**src/rtl/riscv_pkg.sv**
```systemverilog
// Shared RV32I pipeline definitions: datapath width plus the fetch-stage
// NOP encoding and FSM state type.
package riscv_pkg;

  localparam int XLEN = 32;

  localparam logic [31:0] NOP_INSTR = 32'h0000_0013;

  typedef enum logic [1:0] {F_IDLE, F_WAIT, F_DROP} fetch_state_e;

endpackage

```
**src/rtl/fetch_queue.sv**
```systemverilog
// Two-entry in-order buffer of {pc, instr} between instruction memory and the
// IF/ID register. Slot 0 is always the head; flush wins over push/pop.
module fetch_queue #(
  parameter int XLEN = 32
) (
  input  logic            clk,
  input  logic            rst,
  input  logic            push_i,
  input  logic            pop_i,
  input  logic            flush_i,
  input  logic [XLEN-1:0] push_pc_i,
  input  logic [31:0]     push_instr_i,
  output logic [XLEN-1:0] head_pc_o,
  output logic [31:0]     head_instr_o,
  output logic [1:0]      count_o
);

  logic [XLEN-1:0] pc_q    [2];
  logic [31:0]     instr_q [2];
  logic [1:0]      count_q;

  always_ff @(posedge clk) begin
    if (rst || flush_i) begin
      count_q <= 2'd0;
    end else begin
      unique case ({push_i, pop_i})
        2'b10: begin
          if (count_q == 2'd0) begin
            pc_q[0]    <= push_pc_i;
            instr_q[0] <= push_instr_i;
          end else begin
            pc_q[1]    <= push_pc_i;
            instr_q[1] <= push_instr_i;
          end
          if (count_q != 2'd2) count_q <= count_q + 2'd1;
        end
        2'b01: begin
          pc_q[0]    <= pc_q[1];
          instr_q[0] <= instr_q[1];
          count_q    <= count_q - 2'd1;
        end
        2'b11: begin
          // Simultaneous push/pop: the new entry lands behind whatever survives.
          if (count_q == 2'd2) begin
            pc_q[0]    <= pc_q[1];
            instr_q[0] <= instr_q[1];
            pc_q[1]    <= push_pc_i;
            instr_q[1] <= push_instr_i;
          end else begin
            pc_q[0]    <= push_pc_i;
            instr_q[0] <= push_instr_i;
          end
        end
        default: ;
      endcase
    end
  end

  assign head_pc_o    = pc_q[0];
  assign head_instr_o = instr_q[0];
  assign count_o      = count_q;

endmodule

```
**src/rtl/fetch.sv**
```systemverilog
// RV32I instruction-fetch stage: owns the fetch PC, keeps one imem request in
// flight, buffers responses and feeds InstrF/PCF/PCPlus4F to IF/ID.
module fetch
  import riscv_pkg::*;
#(
  parameter int              XLEN     = riscv_pkg::XLEN,
  parameter logic [XLEN-1:0] RESET_PC = '0
) (
  input  logic            clk,
  input  logic            rst,
  input  logic            StallF,
  input  logic            PCSrcE,
  input  logic [XLEN-1:0] PCTargetE,
  output logic            imem_req,
  output logic [XLEN-1:0] imem_addr,
  input  logic            imem_rvalid,
  input  logic [31:0]     imem_rdata,
  output logic [31:0]     InstrF,
  output logic [XLEN-1:0] PCF,
  output logic [XLEN-1:0] PCPlus4F,
  output logic            ValidF,
  output fetch_state_e    state_o
);

  // imem handshake: imem_req is a one-cycle pulse carrying imem_addr; exactly
  // one imem_rvalid returns per request, in order, at least a cycle later.
  fetch_state_e    state_q;
  logic [XLEN-1:0] fetch_pc_q;
  logic [XLEN-1:0] req_pc_q;

  logic            push;
  logic            pop;
  logic            room;
  logic [2:0]      occ_next;
  logic [1:0]      count;
  logic [XLEN-1:0] head_pc;
  logic [31:0]     head_instr;

  assign ValidF   = (count != 2'd0);
  assign push     = (state_q == F_WAIT) && imem_rvalid && !PCSrcE;
  assign pop      = ValidF && !StallF && !PCSrcE;
  assign occ_next = {1'b0, count} + {2'b00, push} - {2'b00, pop};
  assign room     = (occ_next < 3'd2);
  assign imem_req = room && !PCSrcE &&
                    ((state_q == F_IDLE) || ((state_q == F_WAIT) && imem_rvalid));
  assign imem_addr = fetch_pc_q;

  always_ff @(posedge clk) begin
    if (rst) begin
      state_q    <= F_IDLE;
      fetch_pc_q <= RESET_PC;
      req_pc_q   <= '0;
    end else if (PCSrcE) begin
      fetch_pc_q <= PCTargetE;
      // An in-flight request becomes stale; DROP swallows its response.
      if (state_q != F_IDLE) state_q <= imem_rvalid ? F_IDLE : F_DROP;
    end else if (imem_req) begin
      req_pc_q   <= fetch_pc_q;
      fetch_pc_q <= fetch_pc_q + XLEN'(4);
      state_q    <= F_WAIT;
    end else if (imem_rvalid && (state_q != F_IDLE)) begin
      state_q <= F_IDLE;
    end
  end

  fetch_queue #(.XLEN(XLEN)) u_queue (
    .clk          (clk),
    .rst          (rst),
    .push_i       (push),
    .pop_i        (pop),
    .flush_i      (PCSrcE),
    .push_pc_i    (req_pc_q),
    .push_instr_i (imem_rdata),
    .head_pc_o    (head_pc),
    .head_instr_o (head_instr),
    .count_o      (count)
  );

  assign InstrF   = ValidF ? head_instr : NOP_INSTR;
  assign PCF      = ValidF ? head_pc : '0;
  assign PCPlus4F = ValidF ? head_pc + XLEN'(4) : '0;
  assign state_o  = state_q;

endmodule

```
**config.mk**
```make
export PLATFORM = sky130hd
export DESIGN_NAME = fetch
export DESIGN_NICKNAME = d
export VERILOG_FILES = /design/src/rtl/riscv_pkg.sv /design/src/rtl/fetch_queue.sv /design/src/rtl/fetch.sv
export SDC_FILE = /design/constraint.sdc
export NUM_CORES = 1
export LEC_CHECK = 0
export ABC_AREA = 1
export BUFFER_PORTS_ARGS = -buffer_cell sky130_fd_sc_hd__clkbuf_2
export CAP_MARGIN = 20
export CORE_MARGIN = 4
export CORE_UTILIZATION = 37
export DETAILED_ROUTE_END_ITERATION = 7
export PLACE_DENSITY = 0.62
export SYNTH_ARGS = -nofsm -noshare
export SYNTH_HDL_FRONTEND = slang
export SYNTH_HIERARCHICAL = 1
export SYNTH_SLANG_ARGS = --single-unit
```
**constraint.sdc**
```tcl
create_clock -name clk -period 17.7 [get_ports clk]
set_input_delay 0.885 -clock clk [delete_from_list [all_inputs] [get_ports clk]]
set_output_delay 0.885 -clock clk [all_outputs]
set_load 0.01 [all_outputs]
```
After elaboration in Yosys (flattened, before gate mapping) --
Memory sizes are Yosys's and may differ from the RTL's. Index checks and enable logic that the tools add are counted.
Cells by class: add/subtract/negate cells 6, $lt $le $gt $ge 1, equal/unequal tests 8, mux-type cells 39, bitwise gates (word level) 9, reduce and logical (&&, ||, !) cells 21
Operators with widths (number):
- two-way mux 32 bit | 13
- adder 32 x 3 -> 32 bit (second input constant) | 2
- two-way mux 1 bit | 19
- two-way mux 2 bit | 6
- OR 1 bit | 8
- nonzero test 2 bit | 4
- logical AND 1 bit | 7
- == test 2 bit (second input constant) | 3
- AND reduction 2 bit | 3
- == test 2 x 1 -> 1 bit (second input constant) | 2
- zero test 2 bit | 2
- != test 2 x 1 -> 1 bit (second input constant) | 2
- case mux 2 bit (2 select lines) | 1
- adder 2 x 1 -> 3 bit | 1
- < comparator 3 x 2 -> 1 bit (second input constant) | 1
- nonzero test 3 bit | 1
- subtractor 3 x 1 -> 3 bit | 1
- adder 2 x 1 -> 2 bit (second input constant) | 1
- zero test 1 bit | 2
- logical OR 1 bit | 2
- != test 2 bit (second input constant) | 1
- subtractor 2 x 1 -> 2 bit (second input constant) | 1
- inverter 1 bit | 1
Storage, ports and cells: bits in registers 68, RAM bits 128, bits of input ports 69, output and inout port bits 132, logic and storage cells 90, memories 2
Memory list:
- u_queue.instr_q | depth 2, bits a word 32, read ports 2, clocked after memory_dff 0, wr ports 2, RTL line fetch_queue.sv:19 | logic [31:0] instr_q [2];
- u_queue.pc_q | depth 2, bits a word 32, read ports 2, clocked after memory_dff 0, wr ports 2, RTL line fetch_queue.sv:18 | logic [XLEN-1:0] pc_q [2];

Longest topological paths before layout --
depth after elaboration 10, mapped depth 18, mapped depth without buffers 15

Modules after synthesis --
The synthesis kept the hierarchy.
Modules (own cells, without submodules):
- fetch_queue | instances 1, cells an instance 374, area an instance 5241.3 um2, sequential area each 3883.7 um2
- fetch | instances 1, cells an instance 843, area an instance 4844.6 um2, sequential area each 1321.3 um2

Worst setup path before layout --
OpenSTA, ideal clock, no wires.
kind input to register, from in PCSrcE, to mem u_queue.instr_q[0][0], enable pin, library setup time 0.565 ns, arrival 6.212 ns, required time 17.135 ns, path slack 10.922 ns, cell stages on the path 5, buffers on the path 2, cell sequence buf_6 clkbuf_1 nor4_1 a21oi_1 nor3_1
RTL lines:
- from (decl) | RTL line fetch.sv:12 | input logic PCSrcE,
- to (decl) | RTL line fetch_queue.sv:19

Final worst setup path --
from in PCSrcE, to out imem_req
Between the ends: elaborated cells between the ends (all ways) 8, classes of those cells 2 x add/sub; 1 x order compare; 5 x reduce/logical
RTL lines:
- zero test 1 bit | RTL line fetch.sv:41 | assign pop = ValidF && !StallF && !PCSrcE;
- logical AND 1 bit | RTL line fetch.sv:41
- net pop | RTL line fetch.sv:32 | logic pop;
- subtractor 3 x 1 -> 3 bit | RTL line fetch.sv:42 | assign occ_next = {1'b0, count} + {2'b00, push} - {2'b00, pop};
- < comparator 3 x 2 -> 1 bit | RTL line fetch.sv:43 | assign room = (occ_next < 3'd2);
- logical AND 1 bit (2 in series) | RTL line fetch.sv:44 | assign imem_req = room && !PCSrcE &&
- to (decl) | RTL line fetch.sv:14 | output logic imem_req,
The timed path passes the listed nets, and every way through them passes these cells.

==> summary.txt <==
Slew HR = 33.6%
Core Util, Final = 44.0%
H-tree levels = 4
Sequential Power Share = 51.3%
Tmin final = 5.07 ns
Initial core utilization = 37.5%
Wirelength per Cell = 15.3 µm
Combinational Power Share = 8.9%
Multi-input gate area = 3940 µm²
EDFF count, synth = 128
Filler Cell Count = 2,719
Core Region = 26,900 µm²
DRC Markers = 0
Critical Path Start Type = primary input
Clock group share of total power = 39.7%
Synth Cell Area = 10,100 µm²
Chip height = 173 µm
Min-delay worst type = flop to flop
Max clock buf depth = 2
Leading register cell type out of synthesis = edfxtp_1
Cell row count = 60
Die area = 30,000 µm²
Status = completed
Final setup fails = 0
Reg area = 5200 µm²
Area Overhead vs Synth = 17.2%
Crit path capture type = output pin
Final Wtd Congestion = 0.915
Die Wd = 173 µm
Pleak = 5.36 nW
Pin count of the biggest net entering global routing = 83
Vias per cell = 4.76
RSZ-0062 raised after global routing = false
Sequential fraction of the synthesis area = 51.6%
Minimum hold slack = 0.466 ns
Root Driver = clkbuf_16
Resized Gates After CTS = 0
Crit path max fanout = 36
Switch share = 23.6%
Clock Skew = 0.0110 ns
CP Data Arrival Time = 4.18 ns
Total CTS buffers = 17
Pre-antenna DRT Iters = 5
DR iter-0 viols = 811
Clock sinks = 196
Vias in the first global route = 7,921
Async SR Flop Fraction = 0%
Synthesized flop and latch total = 196
Post-synthesis area per instance = 8.29 µm²
Cts hold-fix bufs = 0
Final hold violations = 0
Worst-path clk slew = 0.06 ns
Later-pin clock latency in the skew report = 0.42 ns
Global Route Usage Sum = 17.5%
Fin cells = 1,740
Diode count = 0
Fmax = 197 MHz
Internal power = 0.000774 W
Yosys cell types = 40
Overflow after GRT = 0
Placed Cells = 1,709
Layout cells sized above 1 = 22.2%
Switching power = 0.000240 W
Mapped Cells = 1,217
I/O Buffers = 200
DP Wirelength = 19,000 µm
Worst IR Drop VDD = 46.1 µV
Mapped Nets = 1,290
Global-route wire length before repair = 43,000 µm
Antenna violations before repair = 0
Postcts setup bufs = 0
# IOs = 201
Setup CP Type = primary input to output pin
Slew @ Worst Pin = 0.996 ns
YS warnings = 6
Total number of vias = 8,286
Tcrit/Tclk final = 28.6%
Routed WL = 26,500 µm
Required time of the critical path = 16.82 ns
Number of routed nets with antenna violations = 0
Max cap viols = 0
Max Transition Viols Final = 0
CTS tree = yes
Layout Nets = 1,460
PD cells = 85.8 nW/µm²
Final setup TNS = 0 ns
cell usage in the layout (no fill, tap or decap), types with 17 or more instances in the layout:
| cell | count |
|---|---|
| inv_1 | 147 |
| o21ai_0 | 57 |
| edfxtp_1 | 128 |
| nor3_1 | 22 |
| nor2_1 | 178 |
| a21oi_1 | 46 |
| nand3_2 | 42 |
| clkbuf_2 | 200 |
| nand3_1 | 68 |
| nand2_1 | 320 |
| dfxtp_1 | 68 |
| clkbuf_16 | 17 |
flip-flops by register name, summed over array words and instances, names as in the netlist:
signal           count
imem_addr           32
req_pc_q            32
state_o              2
u_queue/count_o      2
u_queue/instr_q     64
u_queue/pc_q        64
final cells by class:
cell class	instances	area share, %
clock buffers	19	3.66
clock inverters	12	1.52
inverters	152	4.87
multi-input cells	813	33.4
flip-flops and latches	196	44.0
well taps	341	3.61
repair buffers	207	8.92
worst max-delay path, cell delays in order:
cell      delay, ns
clkbuf_2       0.45
nor3_1         0.62
ha_1           0.32
inv_1          0.05
nand2_1        0.06
fa_1           0.54
nand2_2        0.06
nor2_2         0.12
nand3_2        0.59
inv_2          0.29
clkbuf_2       0.17
layer usage:
metal	vias up	wire length, µm	track usage, %
li1	4265	-	-
met1	3757	13300	26.2
met2	247	11800	26.4
met3	17	1210	3.19
met4	0	233	4.12
met5	-	0	0
synth_stat cells, types with 2 or more instances:
cell / count / area (µm²)
buf_6: 14 / 158
xor2_1: 13 / 114
a211oi_2: 4 / 50.1
buf_4: 14 / 105
o21ai_0: 57 / 285
a21oi_1: 46 / 230
inv_1: 147 / 552
nand3_2: 42 / 420
nand4_1: 7 / 43.8
buf_2: 6 / 30.0
nor3b_1: 3 / 22.5
nor2_2: 7 / 43.8
dfxtp_1: 68 / 1360
a211oi_1: 3 / 22.5
a31oi_1: 4 / 25.0
or2_2: 3 / 18.8
nor3_1: 23 / 115
o21ai_1: 3 / 15.0
nand3b_1: 7 / 52.6
edfxtp_1: 128 / 3840
nor2_1: 179 / 672
o211ai_1: 5 / 37.5
nand2_1: 320 / 1200
inv_2: 3 / 11.3
clkbuf_1: 21 / 78.8
nor2_4: 6 / 67.6
nand2_4: 2 / 22.5
nand3_1: 68 / 340
ha_1: 3 / 37.5
per-stage QoR:
| stage | power [W] | area [µm²] | setup WS [ns] |
|---|---|---|---|
| after CTS | 0.00102 | 11800 | 12.61 |
| final | 0.00101 | 11800 | 12.63 |
| after floorplan | 0.000586 | 10100 | 10.92 |
| after global routing | 0.00106 | 11800 | 12.34 |
| after global placement | 0.000619 | 11200 | 12.73 |
| after detailed placement | 0.000621 | 11200 | 12.54 |
logic make-up (layout without fill, tap and decap cells):
| family | count (synthesis) | after routing | synth area share, % |
|---|---|---|---|
| AND/OR/NAND/NOR | 672 | 672 | 30.4 |
| adder cells (fa/ha/maj) | 4 | 4 | 0.571 |
| buffers and inverters | 208 | 390 | 9.54 |
| AO/OA/AOI/OAI | 124 | 124 | 6.75 |
| XOR/XNOR | 13 | 13 | 1.13 |
| flip-flops | 196 | 196 | 51.6 |
power groups by stage:
stage	clock [W]	sequential [W]	combinational, W
floorplan	0	0.000527	0.0000592
global placement	0	0.000530	0.0000886
detailed placement	0	0.000530	0.0000904
CTS	0.000413	0.000520	0.0000911
global route	0.000431	0.000523	0.000103
finish	0.000403	0.000520	0.0000906
path summary, 6_finish.rpt:
kind / startpoint / endpoint / slack, ns / depth (start not counted)
worst max-delay path: PCSrcE / imem_req / 12.63 / 11
worst min-delay path: req_pc_q[3] / u_queue/pc_q[1][3] / 0.47 / 0
worst max register to register: u_queue/count_o[1] / imem_addr[14] / 13.54 / 13
worst min register to register: req_pc_q[3] / u_queue/pc_q[1][3] / 0.47 / 0
No activity file was read; power rests on OpenSTA's default activity.
